**config.mk**
```make
export PLATFORM = sky130hd
export DESIGN_NAME = br_mulfeed_flat
export DESIGN_NICKNAME = d
export VERILOG_FILES = /design/src/rtl/br_mulfeed_pkg.sv /design/src/rtl/br_mulfeed_if.sv /design/src/rtl/br_result_fifo.sv /design/src/rtl/br_mulfeed.sv /design/src/flat_wrapper.sv
export SDC_FILE = /design/constraint.sdc
export NUM_CORES = 2
export LEC_CHECK = 0
export BUFFER_PORTS_ARGS = -buffer_cell sky130_fd_sc_hd__buf_2
export CORE_MARGIN = 2
export CORE_UTILIZATION = 30
export DETAILED_ROUTE_END_ITERATION = 10
export PLACE_DENSITY = 0.45
export SLEW_MARGIN = 10
export SYNTH_ARGS = -nofsm -noshare
export SYNTH_HDL_FRONTEND = slang
export SYNTH_SLANG_ARGS = --single-unit
```
**constraint.sdc**
```tcl
create_clock -name clk -period 6.7 [get_ports clk]
set_clock_uncertainty 0.15 [all_clocks]
set_input_delay 0.67 -clock clk [delete_from_list [all_inputs] [get_ports clk]]
set_output_delay 0.67 -clock clk [all_outputs]
set_load 0.005 [all_outputs]
```
**src/rtl/br_mulfeed_pkg.sv**
```systemverilog
// Shared constants for the BR Barrett reduction path. The BR core and the
// br_mulfeed front end both import this, so widths and modulus stay in step.
package br_mulfeed_pkg;

   localparam int DATA_WIDTH        = 22;
   localparam int DOUBLE_DATA_WIDTH = 44;

   // Modulus; 2146043 < 2^22 so it fits the operand width.
   localparam logic [DATA_WIDTH-1:0] Prime = 22'd2146043;

   // Barrett constants used by BR: q = ((x >> rf_FRI) * pre_computing) >> rf_SEC,
   // with pre_computing = floor(2^44 / Prime).
   localparam int                    rf_FRI        = DATA_WIDTH - 1;
   localparam int                    rf_SEC        = DATA_WIDTH + 1;
   localparam logic [DATA_WIDTH+1:0] pre_computing = 24'd8197499;

   typedef struct packed {
      logic [DATA_WIDTH-1:0] a;
      logic [DATA_WIDTH-1:0] b;
   } operand_t;

   // True when an operand is a proper residue.
   function automatic logic in_range(input logic [DATA_WIDTH-1:0] x);
      return x < Prime;
   endfunction

endpackage

```
**src/rtl/br_mulfeed_if.sv**
```systemverilog
// Operand-in / result-out valid-ready bus for br_mulfeed.
// master = upstream/downstream environment, slave = br_mulfeed.
interface br_mulfeed_if;
   import br_mulfeed_pkg::*;

   logic                  in_valid;
   logic                  in_ready;
   logic [DATA_WIDTH-1:0] in_a;
   logic [DATA_WIDTH-1:0] in_b;
   logic                  out_valid;
   logic                  out_ready;
   logic [DATA_WIDTH-1:0] out_data;

   modport master (
      output in_valid, in_a, in_b, out_ready,
      input  in_ready, out_valid, out_data
   );

   modport slave (
      input  in_valid, in_a, in_b, out_ready,
      output in_ready, out_valid, out_data
   );

endinterface

```
**src/rtl/br_result_fifo.sv**
```systemverilog
// Small register-based result FIFO. Head is a mux on rd_ptr over registered
// storage, so it is stable while nothing pops. Reusable for other reduction units.
module br_result_fifo #(
   parameter int DEPTH = 4,
   parameter int WIDTH = 22,
   parameter int CW    = $clog2(DEPTH) + 1
) (
   input  logic             clk,
   input  logic             rst,
   input  logic             push,
   input  logic [WIDTH-1:0] push_data,
   input  logic             pop,
   output logic [WIDTH-1:0] head,
   output logic             full,
   output logic             empty,
   output logic [CW-1:0]    count
);

   localparam int PW = $clog2(DEPTH);

   logic [WIDTH-1:0] mem [DEPTH];
   logic [PW-1:0]    wr_ptr;
   logic [PW-1:0]    rd_ptr;
   logic             do_push;
   logic             do_pop;

   // Pop on empty is ignored; push on full only lands if a pop frees the slot.
   assign do_pop  = pop & ~empty;
   assign do_push = push & (~full | do_pop);

   assign empty = (count == '0);
   assign full  = (count == CW'(DEPTH));
   assign head  = mem[rd_ptr];

   // Storage, pointers (wrap naturally at power-of-2 depth) and occupancy.
   always_ff @(posedge clk or posedge rst) begin
      if (rst) begin
         for (int i = 0; i < DEPTH; i++) mem[i] <= '0;
         wr_ptr <= '0;
         rd_ptr <= '0;
         count  <= '0;
      end else begin
         if (do_push) begin
            mem[wr_ptr] <= push_data;
            wr_ptr      <= wr_ptr + PW'(1);
         end
         if (do_pop) rd_ptr <= rd_ptr + PW'(1);
         case ({do_push, do_pop})
            2'b10:   count <= count + CW'(1);
            2'b01:   count <= count - CW'(1);
            default: count <= count;
         endcase
      end
   end

endmodule

```
**src/rtl/br_mulfeed.sv**
```systemverilog
// Issue/collect front end for BR: registers operand pairs, forms the 44-bit
// product for BR's S_in, and queues BR's result for the downstream consumer.
// BR cannot stall, so accepts are gated by credits covering every op that is
// in the pipe or sitting in the result FIFO.
module br_mulfeed
   import br_mulfeed_pkg::*;
#(
   parameter int FIFO_DEPTH = 4,
   parameter int CNT_WIDTH  = 3
) (
   input  logic                         clk,
   input  logic                         rst,
   br_mulfeed_if.slave                  bus,
   output logic [DOUBLE_DATA_WIDTH-1:0] s_out,
   input  logic [DATA_WIDTH-1:0]        br_result,
   output logic                         range_err
);

   localparam int UW = CNT_WIDTH + 1;

   // vld_pipe[0]: operands registered, [1]: s_out valid, [2]: BR result valid.
   logic [2:0]           vld_pipe;
   operand_t             op_r;
   logic                 accept;
   logic                 pop;
   logic                 fifo_full;
   logic                 fifo_empty;
   logic [CNT_WIDTH-1:0] fifo_count;
   logic [UW-1:0]        credits_used;

   // Every op accepted and not yet popped holds one credit.
   assign credits_used = UW'(fifo_count) + UW'(vld_pipe[0]) + UW'(vld_pipe[1])
                       + UW'(vld_pipe[2]);

   // Registers only; no same-cycle path from in_valid or out_ready.
   assign bus.in_ready = ~rst & ~fifo_full & (credits_used < UW'(FIFO_DEPTH));
   assign accept       = bus.in_valid & bus.in_ready;
   assign pop          = bus.out_valid & bus.out_ready;

   // Operand capture, valid shift, product stage and sticky range flag.
   always_ff @(posedge clk or posedge rst) begin
      if (rst) begin
         op_r      <= '0;
         vld_pipe  <= '0;
         s_out     <= '0;
         range_err <= 1'b0;
      end else begin
         vld_pipe <= {vld_pipe[1:0], accept};
         if (accept) begin
            op_r.a <= bus.in_a;
            op_r.b <= bus.in_b;
            if (!in_range(bus.in_a) || !in_range(bus.in_b)) range_err <= 1'b1;
         end
         if (vld_pipe[0])
            s_out <= DOUBLE_DATA_WIDTH'(op_r.a) * DOUBLE_DATA_WIDTH'(op_r.b);
      end
   end

   br_result_fifo #(
      .DEPTH (FIFO_DEPTH),
      .WIDTH (DATA_WIDTH),
      .CW    (CNT_WIDTH)
   ) u_fifo (
      .clk       (clk),
      .rst       (rst),
      .push      (vld_pipe[2]),
      .push_data (br_result),
      .pop       (pop),
      .head      (bus.out_data),
      .full      (fifo_full),
      .empty     (fifo_empty),
      .count     (fifo_count)
   );

   assign bus.out_valid = ~fifo_empty;

endmodule

```
**src/flat_wrapper.sv**
```systemverilog
// flat-port wrapper written by rule: the top's interface ports become plain ports
module br_mulfeed_flat import br_mulfeed_pkg::*;
#(
   parameter int FIFO_DEPTH = 4,
   parameter int CNT_WIDTH  = 3
)
  (clk, rst, s_out, br_result, range_err, bus_in_valid, bus_in_a, bus_in_b, bus_out_ready, bus_in_ready, bus_out_valid, bus_out_data);
  br_mulfeed_if bus_i ();
  input  logic clk;
  input  logic rst;
  output logic [DOUBLE_DATA_WIDTH-1:0] s_out;
  input  logic [DATA_WIDTH-1:0] br_result;
  output logic range_err;
  input wire logic [$bits(bus_i.in_valid)-1:0] bus_in_valid;
  input wire logic [$bits(bus_i.in_a)-1:0] bus_in_a;
  input wire logic [$bits(bus_i.in_b)-1:0] bus_in_b;
  input wire logic [$bits(bus_i.out_ready)-1:0] bus_out_ready;
  output wire logic [$bits(bus_i.in_ready)-1:0] bus_in_ready;
  output wire logic [$bits(bus_i.out_valid)-1:0] bus_out_valid;
  output wire logic [$bits(bus_i.out_data)-1:0] bus_out_data;
  assign bus_i.in_valid = bus_in_valid;
  assign bus_i.in_a = bus_in_a;
  assign bus_i.in_b = bus_in_b;
  assign bus_i.out_ready = bus_out_ready;
  assign bus_in_ready = bus_i.in_ready;
  assign bus_out_valid = bus_i.out_valid;
  assign bus_out_data = bus_i.out_data;
  br_mulfeed #(.FIFO_DEPTH(FIFO_DEPTH), .CNT_WIDTH(CNT_WIDTH)) u_core (.clk(clk), .rst(rst), .bus(bus_i), .s_out(s_out), .br_result(br_result), .range_err(range_err));
endmodule
```
* Yosys cells after proc, flatten, opt, wreduce, memory -nomap -nowiden
Cells that the tools add are included.
** Storage, ports and cells
- Flip-flop bits (word level) :: 187
- Input bits :: 70
- Output and inout port bits :: 69
- Word-level logic and storage cells :: 55
** Cells by class
- $add $sub $neg :: 7
- Multipliers :: 1
- $lt $le $gt $ge :: 6
- Equal/unequal tests :: 3
- Muxes and demuxes :: 7
- Bitwise gates (word level) :: 12
- Reduce and logical (&&, ||, !) cells :: 7
** Operators by type and width (count)
- 88-bit bitwise mux :: 1
- 22-bit two-way mux :: 3
- 22-bit binary-select mux with 2-bit select :: 1
- 22-bit demux with 2-bit select :: 1
- 22-bit less-than comparator, second input constant :: 2
- 22-bit by 22-bit multiplier with 44-bit output :: 1
- 4-bit by 1-bit adder with 4-bit output :: 2
- 1-bit bitwise AND :: 6
- 3-bit greater-or-equal comparator, second input constant :: 2
- 2-bit inverter with 3-bit output :: 2
- 3-bit one-hot mux with 2 select lines :: 1
- 2-bit by 1-bit adder with 2-bit output, second input constant :: 2
- 3-bit by 1-bit adder with 4-bit output :: 1
- 4-bit by 3-bit less-than comparator with 1-bit output, second input constant :: 1
- 3-bit by 1-bit adder with 3-bit output, second input constant :: 1
- 3-bit equality test, second input constant :: 1
- 3-bit zero test :: 1
- 3-bit by 1-bit less-than comparator with 1-bit output, second input constant :: 1
- 1-bit inverter :: 3
- 3-bit by 1-bit subtractor with 3-bit output, second input constant :: 1
- 2-bit by 1-bit equality test with 1-bit output, second input constant :: 1
- 2-bit equality test, second input constant :: 1
- 1-bit zero test :: 2
- 2-bit AND reduction :: 1
- other kinds (4) :: 4

* Longest topological paths before layout
- Word-level depth :: 8
- Mapped depth :: 25
- Mapped depth without buffers :: 23

* Hierarchy
From an unflattened synthesis, not the netlist that was laid out.
** Unflattened totals
- Cells, all modules :: 2400
- Area, all modules :: 23824.1 µm²
** Modules (own cells, without submodules)
- br_mulfeed :: instances 1, cells an instance 2147, area an instance 19581.3 µm², seq. area each 2302.2 µm²
- br_result_fifo :: instances 1, cells an instance 253, area an instance 4242.8 µm², seq. area each 2377.3 µm²

* Least setup slack after synthesis
OpenSTA, ideal clock, no wires.
- Path kind :: flip-flop to flip-flop
- Start :: reg u_core.op_r[35] (netlist name)
- End :: reg u_core.s_out[34]
- Setup time :: 0.125 ns
- Arrival :: 6.156 ns
- Required time :: 6.425 ns
- Slack :: 0.269 ns
- Stages on the path, launching flop included :: 22
- Buffers on the path :: 1
- Clock period less this slack :: 6.431 ns
- Cell sequence :: dfrtp_1 clkbuf_1 nand2_1 fa_1 inv_1 fa_1 inv_1 fa_1 inv_1 fa_1 fa_1 fa_1 fa_1 ha_1 a21oi_2 o21ai_1 nor3_2 a21oi_4 a2111oi_4 o31ai_1 xor2_1 mux2_2
** Between the ends
- Longest elaborated chain between the ends :: 1
** RTL lines
- from (decl) :: line br_mulfeed.sv:23 : operand_t op_r;
- 22-bit by 22-bit multiplier with 44-bit output :: line br_mulfeed.sv:55 : s_out <= DOUBLE_DATA_WIDTH'(op_r.a) * DOUBLE_DATA_WIDTH'(op_r.b);
- to (signal assigned) :: line br_mulfeed.sv:55
- to (decl) :: line br_mulfeed.sv:14 : output logic [DOUBLE_DATA_WIDTH-1:0] s_out,
No other way between the ends.
A chain may end at the register's enable or synchronous reset.

* Worst setup path in the final report
- Start :: reg u_core.op_r[8] (netlist name)
- End :: reg u_core.s_out[32]
The elaborated chain is that of the path after synthesis.

==> reports/summary.txt <==
FLOORPLAN
------------------------------------------------------------------------------------------------------
# rows ..................................................................................          103
Starting utilization of the core area ...................................................        30.2%
Floorplan core area .....................................................................   78,700 µm²
Overall die height ......................................................................       286 µm
Die Span X ..............................................................................       286 µm
Full die area ...........................................................................   81,500 µm²
Total I/O pin count .....................................................................          139

TIMING
------------------------------------------------------------------------------------------------------
Achievable frequency ....................................................................      149 MHz
Minimum period implied by the final worst setup slack ...................................      6.69 ns
Setup Viol. Count Final .................................................................            0
Hold WS .................................................................................     0.200 ns
Setup slack after layout ................................................................   0.00983 ns
Slew @ Worst Pin ........................................................................     0.953 ns
Tcrit/Tclk final ........................................................................        99.9%
Number of max-slew violations in the final report .......................................            0
Unrepaired setup endpoints after global routing .........................................          yes
Final Hold Viols ........................................................................            0
Max transition margin ...................................................................        36.5%

SYNTH
------------------------------------------------------------------------------------------------------
Share of the synthesized area in the top cell type ......................................        33.6%
Dominant register cell in the synthesized netlist ....................................... sky130_fd_sc_hd__dfrtp_1
Post-synthesis cell type count ..........................................................           64
Syn_area_per_cell .......................................................................     9.88 µm²
Share of the yosys chip area belonging to registers .....................................        19.7%
Library cell with the highest instance count after synthesis ............................ sky130_fd_sc_hd__nand2_1
Top post-synthesis cells by area ........................................................ sky130_fd_sc_hd__fa_1 34%, sky130_fd_sc_hd__dfrtp_1 20%, sky130_fd_sc_hd__ha_1 8.7%, sky130_fd_sc_hd__nand2_1 6.7%, sky130_fd_sc_hd__inv_1 6.6%
Synthesized area ........................................................................   23,800 µm²
Count of flip-flops with a built-in enable after synthesis ..............................            0
Post-synth top area cell ................................................................ sky130_fd_sc_hd__fa_1
Synth async-reset ratio .................................................................         100%
Flip-flop and latch count after synthesis ...............................................          187
Nets in the synthesized netlist .........................................................        3,040
Yosys warnings ..........................................................................            0
Most common library cells after synthesis ............................................... 425 x sky130_fd_sc_hd__nand2_1, 421 x sky130_fd_sc_hd__inv_1, 399 x sky130_fd_sc_hd__fa_1, 241 x sky130_fd_sc_hd__and2_1, 187 x sky130_fd_sc_hd__dfrtp_1
Number of instances in the synthesized netlist ..........................................        2,406

WORST SETUP PATH
------------------------------------------------------------------------------------------------------
Reg2reg path depth ......................................................................           22
Capturing element type of the critical path .............................................         flop
Reg-to-reg setup timing slack ...........................................................      0.01 ns
Worst r2r src ........................................................................... u_core.op_r[8]
Critical path fanouts, max ..............................................................            8
Capture instance of the worst register-to-register path ................................. u_core.s_out[32]
Critical path start-end classification .................................................. flop to flop
Data arrival at the endpoint of the critical path .......................................      6.93 ns
Setup crit start kind ...................................................................         flop
Required time at the endpoint of the critical path ......................................      6.94 ns

CLOCK NETWORK
------------------------------------------------------------------------------------------------------
Clock transition at the register clock pins on the worst setup and hold paths after CTS .      0.10 ns
Longest Clk Path Bufs ...................................................................            2
Number of clock sinks seen by CTS .......................................................          187
Root cell of the clock tree ............................................................. sky130_fd_sc_hd__clkbuf_16
H-tree Lvls .............................................................................            4
Clock tree from TritonCTS ...............................................................        built
Number of CTS-inserted buffers ..........................................................           17
Number of buffers inserted by hold repair at cts ........................................            0
Skew-Pair Late Insertion Delay ..........................................................      0.51 ns

LAYOUT
------------------------------------------------------------------------------------------------------
Share of layout cells above drive strength 1 ............................................        25.0%
Area added between synthesis and finish .................................................        19.3%
Fin area ................................................................................   28,400 µm²
Number of nets in the layout ............................................................        3,297
Filler Cells Inserted ...................................................................        7,931

DRT
------------------------------------------------------------------------------------------------------
Antenna-violating nets left .............................................................            0
Per-cell via count in the routed design .................................................         4.60
Total number of vias ....................................................................       17,128
Initial DRC count .......................................................................          675
Average detailed-routed wire length per instance ........................................      18.3 µm
First-pass detailed-route iteration total ...............................................            5
Wire length reported by the detailed router .............................................    68,400 µm
Drt drc .................................................................................            0

PLACE
------------------------------------------------------------------------------------------------------
Cell area after placement ...............................................................   26,900 µm²
Post-placement setup slack ..............................................................    -0.238 ns
Number of I/O port buffers ..............................................................          138
Global placer's final weighted congestion ...............................................        0.820
Half-perimeter wire length after detailed placement .....................................    56,900 µm

GLOBAL ROUTE
------------------------------------------------------------------------------------------------------
Total routing usage reported by global routing ..........................................        17.6%
Wire length of the first global-routing pass ............................................   111,000 µm
Pin count of the biggest net entering global routing ....................................          121
Initial antenna violation count .........................................................           14
Vias in the first global route ..........................................................       19,035
GR Overflow Total .......................................................................            0

OUTCOME
------------------------------------------------------------------------------------------------------
Status .................................................................................. finished, final reports clean

FLOW RUN
------------------------------------------------------------------------------------------------------
Count of max-cap constraint violations ..................................................            0

HOLD PATH
------------------------------------------------------------------------------------------------------
HP Class ................................................................................ primary input to async pin

-- layer usage --
| layer | global-route usage (%) | wire length [µm] | up-vias |
|---|---|---|---|
| met4 | 4.35 | 1230 | 22 |
| li1 | - | - | 7905 |
| met2 | 27.2 | 30600 | 334 |
| met3 | 4.53 | 4300 | 80 |
| met5 | 0 | 130 | - |
| met1 | 24.7 | 32100 | 8787 |
-- state kept, by name, summed over array words and instances (netlist names) --
| name | cells |
|---|---|
| u_core.vld_pipe | 3 |
| u_core.u_fifo.rd_ptr | 2 |
| u_core.s_out | 44 |
| u_core.u_fifo.wr_ptr | 2 |
| u_core.op_r | 44 |
| u_core.range_err | 1 |
| u_core.u_fifo.mem | 88 |
| u_core.u_fifo.count | 3 |
-- cells in the final DEF (no fill, tap or decap), drive strengths merged, types with 7 or more instances in the layout --
cell type,instances
a21o,16
nor2,24
dfrtp,187
o21ai,22
o211ai,9
inv,431
and2,242
buf,367
nand4,11
o21bai,10
nand3,18
xor2,18
xnor2,25
a21oi,58
fa,399
ha,165
clkbuf,17
nand2,425
mux2,120
mux4,22
nor3,7
-- worst max-delay path, stage by stage, from the launching register on --
cell and delay (ns):
sky130_fd_sc_hd__dfrtp_2 0.51, sky130_fd_sc_hd__and2_4 0.19, sky130_fd_sc_hd__fa_1 0.53, sky130_fd_sc_hd__inv_2 0.05
sky130_fd_sc_hd__fa_1 0.55, sky130_fd_sc_hd__inv_2 0.04, sky130_fd_sc_hd__fa_1 0.49, sky130_fd_sc_hd__inv_1 0.05
sky130_fd_sc_hd__fa_1 0.54, sky130_fd_sc_hd__inv_1 0.06, sky130_fd_sc_hd__fa_2 0.56, sky130_fd_sc_hd__fa_1 0.47
sky130_fd_sc_hd__fa_1 0.55, sky130_fd_sc_hd__ha_4 0.23, sky130_fd_sc_hd__a21oi_4 0.17, sky130_fd_sc_hd__buf_6 0.13
sky130_fd_sc_hd__o211ai_1 0.12, sky130_fd_sc_hd__a2111oi_2 0.31, sky130_fd_sc_hd__nand3_1 0.22, sky130_fd_sc_hd__nand2_2 0.14
sky130_fd_sc_hd__o21bai_1 0.08, sky130_fd_sc_hd__xor2_1 0.14, sky130_fd_sc_hd__mux2_2 0.27
-- kinds of logic (layout without fill, tap and decap cells) --
family                   count (synthesis)  after routing  share of synthesized area [%]
buffers and inverters                  552            822                           8.77
XOR/XNOR                                43             43                           1.58
other                                    0              1                              0
adder cells (fa/ha/maj)                564            564                           42.3
multiplexers                           143            143                           7.81
AND/OR/NAND/NOR                        757            757                           15.1
flip-flops                             187            187                           19.7
AO/OA/AOI/OAI                          160            160                           4.73
-- what timing repair did --
item,in CTS,in global routing
resized for setup,63,88
pin swaps,27,56
endpoints found under the setup margin,21,23
buffers inserted,17,13
-- cell type report --
class                           instances  area, µm²  share of cell area (%)
Multi-Input combinational cell       1667      17500                    61.8
Inverter                              423       1600                    5.62
Antenna cell                            1       2.50                 0.00882
Clock inverter                         15        188                   0.662
Timing Repair Buffer                  367       2600                    9.17
Clock buffer                           17        425                    1.50
Sequential cell                       187       4710                    16.6
Tap cell                             1050       1310                    4.63
-- stage by stage --
stage          util [%]  cells  setup TNS (ns)
2_1_floorplan         -   2406               0
3_3_place_gp       34.1   3664           -2.28
3_5_place_dp       34.1   3664           -2.61
4_1_cts            35.4   3713         -0.0140
5_1_grt            36.0   3727           -2.46
6_report           36.0   3727               0
-- worst max-delay path by stage --
stage	to	from	slack, ns
final	u_core.s_out[32]	u_core.op_r[8]	0.01
after global routing	u_core.s_out[33]	u_core.op_r[4]	-0.24
after CTS	u_core.s_out[33]	u_core.op_r[6]	-0.009
after detailed placement	u_core.s_out[31]	u_core.op_r[33]	-0.24
after global placement	u_core.s_out[31]	u_core.op_r[33]	-0.23
after floorplan	u_core.s_out[34]	u_core.op_r[35]	0.27
Power is left out: the tool's default activity adds up to more than one toggle a clock period on the data nets, which glitch-free logic cannot reach.
